$ cat src/rtl/tpu_cfg_master_pkg.sv
// Shared constants for the TPU configuration master:
// register map, CTRL bit layout, write count and FSM states.
package tpu_cfg_master_pkg;

  localparam logic [7:0] ADDR_CTRL    = 8'h00;
  localparam logic [7:0] ADDR_TX_SLOT = 8'h01;
  localparam logic [7:0] ADDR_RX_SLOT = 8'h02;
  localparam logic [7:0] ADDR_TMR_LO  = 8'h03;
  localparam logic [7:0] ADDR_TMR_HI  = 8'h04;

  localparam int CTRL_RSTTPU      = 0;
  localparam int CTRL_TIMERINTMSK = 1;
  localparam int CTRL_INTFLAG     = 2;
  localparam int CTRL_TXSLOT_EN   = 3;
  localparam int CTRL_RXSLOT_EN   = 4;

  localparam int NUM_CFG_WRITES = 6;

  typedef enum logic [1:0] {
    IDLE = 2'd0,
    XFER = 2'd1,
    DONE = 2'd2,
    ERR  = 2'd3
  } cfg_state_t;

  // CTRL byte; INTFLAG is always written as 0
  function automatic logic [7:0] ctrl_byte(
    input logic rxen,
    input logic txen,
    input logic msk,
    input logic rst
  );
    logic [7:0] b;
    b = '0;
    b[CTRL_RSTTPU]      = rst;
    b[CTRL_TIMERINTMSK] = msk;
    b[CTRL_INTFLAG]     = 1'b0;
    b[CTRL_TXSLOT_EN]   = txen;
    b[CTRL_RXSLOT_EN]   = rxen;
    return b;
  endfunction

endpackage

$ cat src/rtl/tpu_cfg_master.sv
// TPU config master: latches a configuration on cfg_start and
// issues six byte writes (addr_out/data_out, valid/ready handshake).
// Ports: SYS_CLK, SYS_RST (sync, active high); cfg_* config inputs;
//   addr_out/data_out/valid_out_m/ready_out write channel;
//   busy (sequence active), done (1-cycle pulse), err (sticky timeout).
module tpu_cfg_master
  import tpu_cfg_master_pkg::*;
#(
  parameter int TIMEOUT = 64
) (
  input  logic        SYS_CLK,
  input  logic        SYS_RST,
  input  logic        cfg_start,
  input  logic        cfg_timer_int_msk,
  input  logic        cfg_txslot_en,
  input  logic        cfg_rxslot_en,
  input  logic [7:0]  cfg_tx_slot,
  input  logic [7:0]  cfg_rx_slot,
  input  logic [15:0] cfg_timer_value,
  output logic [7:0]  addr_out,
  output logic [7:0]  data_out,
  output logic        valid_out_m,
  input  logic        ready_out,
  output logic        busy,
  output logic        done,
  output logic        err
);

  localparam int TW = $clog2(TIMEOUT + 1);
  localparam logic [TW-1:0] TMO_LAST = TW'(TIMEOUT - 1);
  localparam logic [2:0] LAST_IDX = 3'(NUM_CFG_WRITES - 1);

  cfg_state_t    r_state;
  logic [2:0]    r_idx;
  logic [TW-1:0] r_tmo;

  logic          r_msk;
  logic          r_txen;
  logic          r_rxen;
  logic [7:0]    r_tx;
  logic [7:0]    r_rx;
  logic [15:0]   r_tmr;

  logic [2:0]    w_nidx;
  logic [7:0]    w_naddr;
  logic [7:0]    w_ndata;

  assign w_nidx = r_idx + 3'd1;

  // Next write in the table, built from the shadow copy.
  // Index 0 is loaded straight from the inputs at start.
  always_comb begin
    w_naddr = ADDR_CTRL;
    w_ndata = ctrl_byte(r_rxen, r_txen, r_msk, 1'b1);
    unique case (w_nidx)
      3'd1: begin
        w_naddr = ADDR_TX_SLOT;
        w_ndata = r_tx;
      end
      3'd2: begin
        w_naddr = ADDR_RX_SLOT;
        w_ndata = r_rx;
      end
      3'd3: begin
        w_naddr = ADDR_TMR_LO;
        w_ndata = r_tmr[7:0];
      end
      3'd4: begin
        w_naddr = ADDR_TMR_HI;
        w_ndata = r_tmr[15:8];
      end
      3'd5: begin
        w_naddr = ADDR_CTRL;
        w_ndata = ctrl_byte(r_rxen, r_txen, r_msk, 1'b0);
      end
      default: begin
        w_naddr = ADDR_CTRL;
        w_ndata = ctrl_byte(r_rxen, r_txen, r_msk, 1'b1);
      end
    endcase
  end

  always_ff @(posedge SYS_CLK) begin
    if (SYS_RST) begin
      r_state     <= IDLE;
      r_idx       <= '0;
      r_tmo       <= '0;
      r_msk       <= 1'b0;
      r_txen      <= 1'b0;
      r_rxen      <= 1'b0;
      r_tx        <= '0;
      r_rx        <= '0;
      r_tmr       <= '0;
      addr_out    <= '0;
      data_out    <= '0;
      valid_out_m <= 1'b0;
      busy        <= 1'b0;
      done        <= 1'b0;
      err         <= 1'b0;
    end else begin
      unique case (r_state)
        IDLE: begin
          if (cfg_start) begin
            r_msk       <= cfg_timer_int_msk;
            r_txen      <= cfg_txslot_en;
            r_rxen      <= cfg_rxslot_en;
            r_tx        <= cfg_tx_slot;
            r_rx        <= cfg_rx_slot;
            r_tmr       <= cfg_timer_value;
            r_idx       <= '0;
            r_tmo       <= '0;
            err         <= 1'b0;
            valid_out_m <= 1'b1;
            busy        <= 1'b1;
            addr_out    <= ADDR_CTRL;
            data_out    <= ctrl_byte(cfg_rxslot_en,
                                     cfg_txslot_en,
                                     cfg_timer_int_msk,
                                     1'b1);
            r_state     <= XFER;
          end
        end
        XFER: begin
          if (ready_out) begin
            if (r_idx == LAST_IDX) begin
              valid_out_m <= 1'b0;
              done        <= 1'b1;
              r_state     <= DONE;
            end else begin
              r_idx    <= w_nidx;
              r_tmo    <= '0;
              addr_out <= w_naddr;
              data_out <= w_ndata;
            end
          end else if (r_tmo == TMO_LAST) begin
            valid_out_m <= 1'b0;
            err         <= 1'b1;
            r_state     <= ERR;
          end else begin
            r_tmo <= r_tmo + TW'(1);
          end
        end
        DONE: begin
          done    <= 1'b0;
          busy    <= 1'b0;
          r_state <= IDLE;
        end
        ERR: begin
          busy    <= 1'b0;
          r_state <= IDLE;
        end
        default: r_state <= IDLE;
      endcase
    end
  end

endmodule
$ cat config.mk
export PLATFORM = sky130hd
export DESIGN_NAME = tpu_cfg_master
export DESIGN_NICKNAME = d
export VERILOG_FILES = /design/src/rtl/tpu_cfg_master_pkg.sv /design/src/rtl/tpu_cfg_master.sv
export SDC_FILE = /design/constraint.sdc
export NUM_CORES = 1
export LEC_CHECK = 0
export BUFFER_PORTS_ARGS = -buffer_cell sky130_fd_sc_hd__buf_4
export CORE_MARGIN = 5
export CORE_UTILIZATION = 35
export DETAILED_ROUTE_END_ITERATION = 10
export HOLD_SLACK_MARGIN = 0.03
export PLACE_DENSITY_LB_ADDON = 0.1
export SLEW_MARGIN = 20
export SYNTH_ARGS = -nofsm -noshare
export SYNTH_HDL_FRONTEND = slang
export SYNTH_SLANG_ARGS = --single-unit
$ cat constraint.sdc
create_clock -name SYS_CLK -period 1.85 [get_ports SYS_CLK]
set_clock_uncertainty 0.05 [all_clocks]
set_input_delay 0.0925 -clock SYS_CLK [delete_from_list [all_inputs] [get_ports SYS_CLK]]
set_output_delay 0.0925 -clock SYS_CLK [all_outputs]
set_load 0.01 [all_outputs]
After elaboration in Yosys (flattened, before gate mapping) --
Index checks and enable logic that the tools add are counted.
Cells by class: add/sub/neg operators 2, eq/ne operators 20, multiplexer cells 37, reduce and logical (&&, ||, !) cells 13
Operator list (number):
- $mux 8 | 6
- $pmux 8 s5 | 1
- $pmux 8 s2 | 2
- $mux 7 | 4
- $reduce_and 4->1 | 4
- $pmux 7 s2 | 1
- $ne 2x2->1 const B | 6
- $ne 3x3->1 const B | 4
- $pmux 3 s4 | 1
- $eq 3x3->1 const B | 3
- $mux 1 | 9
- $mux 3 | 3
- $mux 2 | 4
- $pmux 1 s2 | 4
- $add 7x1->7 const B | 1
- $eq 7x6->1 const B | 1
- $eq 3x2->1 const B | 2
- $pmux 2 s3 | 1
- $pmux 3 s2 | 1
- $reduce_and 3->1 | 2
- $reduce_bool 2->1 | 3
- $eq 2x2->1 const B | 2
- $reduce_and 2->1 | 2
- $add 3x1->3 const B | 1
- 4 further kinds | 4
Word-level totals: register bits 67, input port bits 39, output and inout bits 20, word-level logic and storage cells 87

Depth between registers and ports, before layout --
Gate-level depths: netlist (run 1).
word-level depth 6, gate-level depth with buffers 8, gate-level depth less buffers 7

Least setup slack after synthesis (run 1) --
Ideal clock, no wire load.
path kind flip-flop to flip-flop, from register r_idx[1], to register r_tmo[1], setup time 71 ps, arrival time 1693 ps, data required time 1729 ps, slack 37 ps, stages on the path, launching flop included 8, path buffers 0, clock period less this slack 1813 ps, path through dfxtp_1 -> inv_1 -> ha_1 -> and3_4 -> a41oi_2 -> a21oi_2 -> or4b_1 -> a21oi_1
On the way: cells in the longest elaborated chain, start to end 3
RTL lines:
- start: declaration | line tpu_cfg_master.sv:34 | logic [2:0] r_idx;
- start signal: assignment | line tpu_cfg_master.sv:130 | r_idx <= w_nidx;
- $eq 3x3->1 | line tpu_cfg_master.sv:125 | if (r_idx == LAST_IDX) begin
- $ne 3x3->1 (no source line)
- $reduce_and 4->1 (no source line)
- end signal: assignment | line tpu_cfg_master.sv:140 | r_tmo <= r_tmo + TW'(1);
- end: declaration | line tpu_cfg_master.sv:35 | logic [TW-1:0] r_tmo;
No other way between the ends. A chain may end at the register's enable or synchronous reset.

Final worst setup path (run 1) --
Ends and elaborated chain as after synthesis.

==> results of run 1 <==
-- flip-flops by register name, indices dropped and copies added, names as in the netlist --
name and flops:
addr_out 3, busy 1, data_out 8, done 1
err 1, r_idx 3, r_msk 1, r_rx 8
r_rxen 1, r_state 2, r_tmo 7, r_tmr 16
r_tx 8, r_txen 1, valid_out_m 1
-- routing by layer --
metal / wire, um / track usage
met5: 0 / 0
met4: 69 / 0.05751
met3: 316 / 0.03357
met2: 3479 / 0.2487
met1: 3491 / 0.2058
-- what timing repair did --
| action | 4_1_cts | 5_1_grt |
|---|---|---|
| setup buffers | 2 | 1 |
| endpoints found under the hold margin | 38 | 0 |
| resized for setup | 6 | 29 |
| hold buffers | 35 | 0 |
| endpoints found under the setup margin | 14 | 16 |
| cloned | 0 | 1 |
| pin swaps | 0 | 15 |
-- power groups by stage --
stage / Combinational, mW / Sequential, mW / Clock, mW
5_1_grt: 0.513 / 1.44 / 1.42
6_report: 0.462 / 1.43 / 1.33
3_3_place_gp: 0.363 / 1.46 / 0
3_5_place_dp: 0.367 / 1.46 / 0
2_1_floorplan: 0.203 / 1.46 / 0
4_1_cts: 0.430 / 1.43 / 1.36
-- worst max-delay path, cell delays in order, from the launching register on --
cell and delay (ns):
dfxtp_4 0.38, inv_4 0.05, ha_4 0.16, and3_4 0.18
a41oi_4 0.20, a21oi_4 0.11, or4b_1 0.47, a21oi_1 0.12
-- cell type report --
type                            instances  area, sq um
Inverter                                7        28.78
Multi-Input combinational cell        238         1458
Tap cell                              102        127.6
Sequential cell                        62         1249
Clock inverter                          4        70.07
Fill cell                             720         3531
Clock buffer                           11        151.4
Timing Repair Buffer                  118         1032
-- worst paths after layout --
path | startpoint | endpoint | slack (ns) | cells past startpoint
worst max-delay path | r_idx[1] | r_tmo[1] | 0.05 | 7
worst min-delay path | ready_out | r_tmo[1] | 0.05 | 3
worst max register to register | r_idx[1] | r_tmo[1] | 0.05 | 7
worst min register to register | busy | busy | 0.41 | 2
-- layout by cell type (no fill, tap or decap), types with 3 or more instances in the layout --
cell and count:
a21oi_1 47, a21oi_2 3, a222oi_1 8, a22o_1 4, a31oi_1 3, buf_12 3
buf_4 78, clkbuf_8 11, conb_1 5, dfxtp_1 60, dlygate4sd3_1 35, ha_4 3
inv_1 6, nand2_1 76, nand3_1 9, nand3b_1 3, nor2_1 21, nor3_1 3
o21ai_0 10, o21ai_1 3, o41ai_2 3, or3_1 5
-- stage by stage --
| stage | instance area [sq um] | hold WS [ns] | cells | setup TNS [ns] |
|---|---|---|---|---|
| floorplan | 2726 | 0.1785 | 336 | 0 |
| global placement | 3333 | 0.2908 | 488 | -0.06372 |
| detailed placement | 3333 | 0.2976 | 488 | -0.3750 |
| CTS | 3941 | 0.03952 | 540 | 0 |
| global route | 4116 | 0.06328 | 542 | -0.1163 |
| finish | 4116 | 0.05449 | 542 | 0 |
-- cell families (layout without fill, tap and decap cells) --
kind of cell | count (synthesis) | count (layout)
buffers and inverters | 36 | 140
flip-flops | 62 | 62
adder cells (fa/ha/maj) | 6 | 6
XOR/XNOR | 1 | 1
multiplexers | 1 | 1
other | 1 | 5
AO/OA/AOI/OAI | 95 | 95
AND/OR/NAND/NOR | 130 | 130
==> flow_summary_export.csv, run 1 <==
group,metric,value,unit
cts,cts_tree,"done",
pwr,p_seq_frac,0.444,
cts,clockBufferDepth,2,
detailed_routing,via_count,2637,
sta,rsz0062_at_grt,"true",
pwr,power_frac_comb,0.143,
cells_and_area,antenna_cells,0,
cts,clk_latency,0.33,ns
detailed_routing,drtIter0Drc,168,
placement,place_congestion,0.7238,
detailed_routing,wl_per_cell,13.57,um
cts,numCtsBuffers,9,
yosys,synth_xor_area_frac,0.005999,
yosys,async_reset_ff_frac,0,
run_status,status,"finished, final reports clean",
critical_path,worstPathRequired,2.06,ns
detailed_routing,routed_wl,7.357,mm
yosys,syn_inst,332,
critical_path,critical_path_class,"flop to flop",
yosys,synthFlopType,"dfxtp_1",
sta,setup_viol,0,
cts,h-tree-depth,3,
yosys,ys_top_cells_by_count,"76 x nand2_1, 62 x dfxtp_1, 50 x a21oi_1, 22 x nor2_1, 15 x clkbuf_1",
yosys,synth_compound_area_frac,0.2247,
grt,gr-usage-all-layers,0.1554,
yosys,ys_seq_area_frac,0.4578,
sta,fmax,554.4,MHz
critical_path,cp_max_fo,4,
cts,path_clk_slew,0.07,ns
pwr,clock_power_share,0.413,
yosys,synth_top_area_share,0.4578,
detailed_routing,vias_per_cell,4.865,
sta,fin_crit_sh,0.9751,
yosys,ys_top_cells_by_area,"dfxtp_1 46%, nand2_1 11%, a21oi_1 9.2%",
pwr,power.leakage,1.671,nW
placement,port_buffers,53,
detailed_routing,drtAntennaViolNets,0,
pwr,sw_frac_of_total,0.2374,
pwr,power_density,784.1,nW/um^2
yosys,synth_seq_cells,62,
sta,finalWorstSetupSlack,0.04609,ns
grt,first_global_vias,2568,
grt,grt_max_degree,60,
yosys,syn_area,2711,sq um
critical_path,startpoint_type,"flop",
yosys,synth_mux_area_frac,0.003692,
yosys,yosys.area_share.simple,0.2123,
cells_and_area,drive_gt1_frac,0.2864,
floorplan,initial_utilization,0.3545,
cts,clock_sinks,62,
yosys,synth_most_common_cell,"nand2_1",
hold_path,min_path_type,"input pin to flop",
sta,slew_headroom,0.5650,
yosys,synth_edf_count,0,
placement,dp_hpwl,4.905,mm
cts,cts_root_buffer,"clkbuf_8",
sta,layout_min_cycle_time,1.804,ns
floorplan,die_y,98.02,um
sta,drv_slew,0,
pwr,p_int,2.461,mW
grt,grt_pass1_wl,12.22,mm
critical_path,worstSetupEndpointType,"flop",
placement,dp_slack,-0.05864,ns
pwr,switching_power,766.3,uW
pwr,finalPower,3.228,mW
yosys,synth_top_area_cell,"dfxtp_1",
cells_and_area,syn2layout_area_growth,51.82,%
sta,tightest_slew,0.6525,ns
floorplan,pin_count,59,
grt,antenna_found_initial,0,
pwr,irDropWorstVdd,435.1,uV
yosys,ys_types,46,
detailed_routing,firstDrtPassIters,5,
yosys,yosysWarnings,0,
cells_and_area,utilization,0.5383,
yosys,synthAdderAreaFrac,0.02769,
cells_and_area,nets,481,
yosys,synth_area_per_cell,8.167,sq um
critical_path,cp.arrival,2.01,ns
floorplan,fp.dieW,98.02,um
run,max-cap-violations,0,
detailed_routing,drc,0,
floorplan,dieArea,9607,sq um
floorplan,num_rows,32,
grt,globalRouteOverflowTotal,0,
yosys,synth_top_family_by_area,"compound AO/OA/AOI/OAI gates",
sta,hold_violations,0,
floorplan,core,7647,sq um
(Power assumes the default switching activity.)
==> inputs of run 2 (changes only) <==
--- a/config.mk
+++ b/config.mk
@@ -6,6 +6,8 @@
 export NUM_CORES = 1
 export LEC_CHECK = 0
 export BUFFER_PORTS_ARGS = -buffer_cell sky130_fd_sc_hd__buf_4
+export CELL_PAD_IN_SITES_DETAIL_PLACEMENT = 0
+export CELL_PAD_IN_SITES_GLOBAL_PLACEMENT = 1
 export CORE_MARGIN = 5
 export CORE_UTILIZATION = 35
 export DETAILED_ROUTE_END_ITERATION = 10
==> constraint.sdc (replaced) <==
create_clock -name SYS_CLK -period 1.85 [get_ports SYS_CLK]
set_clock_uncertainty 0.05 [all_clocks]
set_input_delay 0.0925 -clock SYS_CLK [delete_from_list [all_inputs] [get_ports SYS_CLK]]
set_output_delay 0.0925 -clock SYS_CLK [all_outputs]
set_load 0.005 [all_outputs]
==> flow_summary_export.csv, run 2 (synthesized netlist as in run 1, its figures left out) <==
group,metric,value,unit
detailed_routing,drtAntennaViolNets,0,
critical_path,slowest_delay,0.53,ns
cts,numCtsBuffers,9,
run_status,status,"finished, final reports clean",
grt,gr-usage-all-layers,0.1660,
critical_path,startpoint_type,"flop",
floorplan,initial_utilization,0.3545,
cells_and_area,fillers,763,
cells_and_area,largest-register,"r_tmr",
sta,layout_min_cycle_time,1.835,ns
floorplan,fp.dieW,98.02,um
critical_path,crit_slowest_cell,"or4b_1",
cts,path_clk_slew,0.06,ns
cts,clk_latency,0.34,ns
pwr,power.leakage,1.639,nW
critical_path,worstSetupEndpointType,"flop",
cts,cts_tree,"done",
grt,globalRouteOverflowTotal,0,
detailed_routing,vias_per_cell,4.886,
cts,h-tree-depth,3,
grt,first_global_vias,2622,
pwr,irDropWorstVdd,313.6,uV
hold_path,min_path_type,"input pin to flop",
critical_path,cp_max_fo,6,
pwr,finalPower,2.933,mW
grt,grt_pass1_wl,12.82,mm
detailed_routing,drtIter0Drc,110,
placement,port_buffers,53,
cells_and_area,syn2layout_area_growth,47.02,%
cells_and_area,final_cell_mix,"88 x buf_4, 76 x nand2_1, 59 x dfxtp_1, 50 x a21oi_1, 35 x dlygate4sd3_1",
placement,dp_slack,-0.08916,ns
cells_and_area,largest_reg_flops,16,
cts,cts_root_buffer,"clkbuf_8",
cells_and_area,nets,486,
sta,finalWorstSetupSlack,0.01494,ns
critical_path,worstPathRequired,2.06,ns
cells_and_area,antenna_cells,0,
placement,dp_hpwl,5.292,mm
sta,fmax,544.9,MHz
critical_path,path_delay_family,"simple AND/OR/NAND/NOR gates",
detailed_routing,via_count,2668,
floorplan,num_rows,32,
floorplan,dieArea,9607,sq um
pwr,power_density,735.7,nW/um^2
detailed_routing,firstDrtPassIters,6,
placement,place_congestion,0.8035,
cells_and_area,layout_commonest_cell,"buf_4",
critical_path,path_cells,"inv_4, ha_4, and3_4, a41oi_4, a21oi_4, or4b_1, a21oi_1",
cts,clockBufferDepth,2,
detailed_routing,routed_wl,7.589,mm
detailed_routing,wl_per_cell,13.90,um
run,max-cap-violations,0,
cells_and_area,drive_gt1_frac,0.2815,
sta,rsz0062_at_grt,"true",
floorplan,pin_count,59,
critical_path,critical_path_class,"flop to flop",
cts,clock_sinks,62,
sta,drv_slew,0,
sta,fin_crit_sh,0.9919,
critical_path,crit_buf_inv,1,
floorplan,die_y,98.02,um
sta,setup_viol,0,
detailed_routing,drc,0,
floorplan,core,7647,sq um
sta,hold_violations,0,
grt,antenna_found_initial,0,
grt,grt_max_degree,41,
critical_path,cp.arrival,2.05,ns
sta,whs,0.05782,ns
[run 2: cell count changes in the layout (fill, tap and decap cells not counted), moves of 2 or more]
cell | before | now
buf_4 | 78 | 88
o21ai_1 | 3 | 1
a21oi_1 | 47 | 50
dfxtp_2 | 0 | 2
o21ai_0 | 10 | 12
bufinv_16 | 2 | 0
ha_4 | 3 | 1
ha_2 | 1 | 4
buf_12 | 3 | 0
a21oi_2 | 3 | 0
[run 2: repair_timing]
action / CTS / global route
gates resized for setup: 6 / 16
setup buffers: 1 / 2
pin swaps: 1 / 5
endpoints found under the setup margin: 12 / 14
hold buffers: 35 / 0
hold endpoints to repair: 38 / 0
[run 2: per-stage QoR]
step	setup TNS, ns	std cells	area, sq um	utilization
finish	0	546	3986	0.5213
global route	-0.2220	546	3986	0.5213
detailed placement	-0.5042	494	3341	0.4368
CTS	-0.01800	544	3904	0.5105
floorplan	0	336	2726	-
global placement	-0.05036	494	3341	0.4368
[run 2: path summary, 6_finish.rpt]
kind                            depth (start not counted)  slack (ns)  startpoint  endpoint
worst min-delay path                                    3        0.06   ready_out  r_tmo[1]
worst min register to register                          2        0.40         err       err
worst max register to register                          7        0.01    r_idx[1]  r_tmo[1]
worst max-delay path                                    7        0.01    r_idx[1]  r_tmo[1]
[run 2: metal layers]
layer	vias to the layer above	GRT usage	share of wire
met4	0	0.06390	0.013
met5	-	0	0
li1	1366	-	-
met3	7	0.03357	0.041
met1	1242	0.2134	0.47
met2	53	0.2738	0.48
[run 2: layout make-up]
cell class,count,area (sq um),share of cell area
clock inverters,1,5.005,0.001255
repair buffers,123,1011,0.2536
flip-flops and latches,62,1247,0.3129
multi-input cells,238,1398,0.3506
inverters,7,28.78,0.007219
clock buffers,13,168.9,0.04237
well taps,102,127.6,0.03201
[run 2: tightest hold or removal path: stages]
cell and delay (ns):
buf_4 0.13, or4b_1 0.12, a21oi_1 0.05
[run 2: report_power, final]
part,switching (mW),leakage (nW),internal [mW],total (mW)
clock network,0.488,0.0914,0.580,1.07
logic,0.202,1.04,0.229,0.430
registers,0.0386,0.509,1.40,1.43
total,0.729,1.64,2.20,2.93
==> inputs of run 3 (changes only) <==
--- a/config.mk
+++ b/config.mk
@@ -12,6 +12,7 @@
 export CORE_UTILIZATION = 35
 export DETAILED_ROUTE_END_ITERATION = 10
 export HOLD_SLACK_MARGIN = 0.03
+export MAX_ROUTING_LAYER = met4
 export PLACE_DENSITY_LB_ADDON = 0.1
 export SLEW_MARGIN = 20
 export SYNTH_ARGS = -nofsm -noshare
==> flow_summary_export.csv, run 3 (synthesized netlist as in run 1, its figures left out) <==
group,metric,value,unit
cts,clk_latency,0.34,ns
floorplan,num_rows,32,
run_status,status,"finished, final reports clean",
cells_and_area,fillers,763,
hold_path,hold-path-endpoint,"r_tmo[1]",
critical_path,ff2ff_path_depth,7,
sta,setup_viol,0,
sta,hold_violations,0,
cells_and_area,seq_area,1247,sq um
pwr,power.leakage,1.639,nW
detailed_routing,drc,0,
critical_path,reg2reg_slack,0.02,ns
cells_and_area,final_cell_mix,"88 x buf_4, 76 x nand2_1, 59 x dfxtp_1, 50 x a21oi_1, 35 x dlygate4sd3_1",
hold_path,hold_path.startpoint,"ready_out",
cells_and_area,nets,486,
critical_path,reg2reg_to,"r_tmo[1]",
cells_and_area,multi_input_area,1398,sq um
sta,layout_min_cycle_time,1.834,ns
floorplan,core,7647,sq um
cts,path_clk_slew,0.06,ns
critical_path,cp_max_fo,6,
sta,rsz0062_at_grt,"true",
cells_and_area,largest-register,"r_tmr",
floorplan,initial_utilization,0.3545,
sta,fmax,545.4,MHz
sta,fin_crit_sh,0.9911,
run,max-cap-violations,0,
placement,port_buffers,53,
pwr,finalPower,2.933,mW
detailed_routing,via_count,2687,
floorplan,pin_count,59,
detailed_routing,wl_per_cell,13.89,um
grt,grt_max_degree,41,
placement,dp_hpwl,5.292,mm
placement,place_congestion,0.8152,
detailed_routing,vias_per_cell,4.921,
cells_and_area,largest_reg_flops,16,
detailed_routing,drtIter0Drc,113,
cells_and_area,layout_commonest_cell,"buf_4",
detailed_routing,drtAntennaViolNets,0,
detailed_routing,firstDrtPassIters,6,
pwr,power_density,735.8,nW/um^2
cells_and_area,drive_gt1_frac,0.2815,
sta,drv_slew,0,
cts,h-tree-depth,3,
cts,numCtsBuffers,9,
critical_path,cp.arrival,2.04,ns
critical_path,reg2reg_from,"r_idx[1]",
cts,clock_sinks,62,
critical_path,critical_path_class,"flop to flop",
hold_path,min_delay_path_depth,3,
floorplan,die_y,98.02,um
grt,globalRouteOverflowTotal,0,
cells_and_area,antenna_cells,0,
cts,cts_tree,"done",
floorplan,dieArea,9607,sq um
cts,cts_root_buffer,"clkbuf_8",
critical_path,worstPathRequired,2.06,ns
floorplan,fp.dieW,98.02,um
cells_and_area,syn2layout_area_growth,47.02,%
pwr,irDropWorstVdd,313.0,uV
grt,gr-usage-all-layers,0.1710,
critical_path,worstSetupEndpointType,"flop",
grt,first_global_vias,2624,
detailed_routing,routed_wl,7.585,mm
grt,grt_pass1_wl,12.80,mm
cells_and_area,utilization,0.5213,
hold_path,min_path_type,"input pin to flop",
cts,clockBufferDepth,2,
grt,antenna_found_initial,0,
critical_path,startpoint_type,"flop",
run 3: metal layers:
layer  part of all wire  track usage  routed length, um  vias up
met1               0.46       0.2129               3504     1257
met4              0.012      0.06390                 91        0
met3              0.043      0.03357                323        6
met2               0.48       0.2743               3665       59
li1                   -            -                  -     1365
met5                  0            -                  0        -
run 3: layout make-up:
type	count	share of cell area
Clock buffer	13	0.04237
Inverter	7	0.007219
Clock inverter	1	0.001255
Sequential cell	62	0.3129
Tap cell	102	0.03201
Timing Repair Buffer	123	0.2536
Multi-Input combinational cell	238	0.3506
run 3: timing repair:
item | in CTS | in global routing
setup buffers | 1 | 2
hold buffers | 35 | 0
pin swaps | 1 | 5
resized for setup | 6 | 16
endpoints found under the setup margin | 12 | 14
endpoints found under the hold margin | 38 | 0
run 3: metrics by stage:
step	setup TNS, ns	std cells	hold slack [ns]	setup slack, ns	instance area (sq um)
after floorplan	0	336	0.1785	0.03682	2726
after global placement	-0.05036	494	0.2898	-0.04328	3341
after detailed placement	-0.5042	494	0.2984	-0.08916	3341
after CTS	-0.01800	544	0.04339	-0.01076	3904
after global routing	-0.2220	546	0.07076	-0.06498	3986
final	0	546	0.05828	0.01640	3986
run 3: worst max path at each step:
stage              from     endpoint  slack [ns]  depth (start not counted)
2_1_floorplan  r_idx[1]     r_tmo[1]        0.04                          7
3_3_place_gp   r_idx[0]  data_out[4]       -0.04                          5
3_5_place_dp   r_idx[1]     r_tmo[1]       -0.09                          7
4_1_cts        r_idx[0]  data_out[7]       -0.01                          7
5_1_grt        r_idx[1]     r_tmo[1]       -0.06                          7
6_report       r_idx[1]     r_tmo[1]        0.02                          7
run 3: worst max-delay path, stage by stage (launching register included):
cell	delay [ns]
dfxtp_4	0.37
inv_4	0.04
ha_4	0.16
and3_4	0.17
a41oi_4	0.21
a21oi_4	0.10
or4b_1	0.53
a21oi_1	0.12
run 3: report_power, final:
| group | switching [mW] | internal (mW) |
|---|---|---|
| clock | 0.490 | 0.580 |
| sequential | 0.0385 | 1.40 |
| combinational | 0.201 | 0.229 |
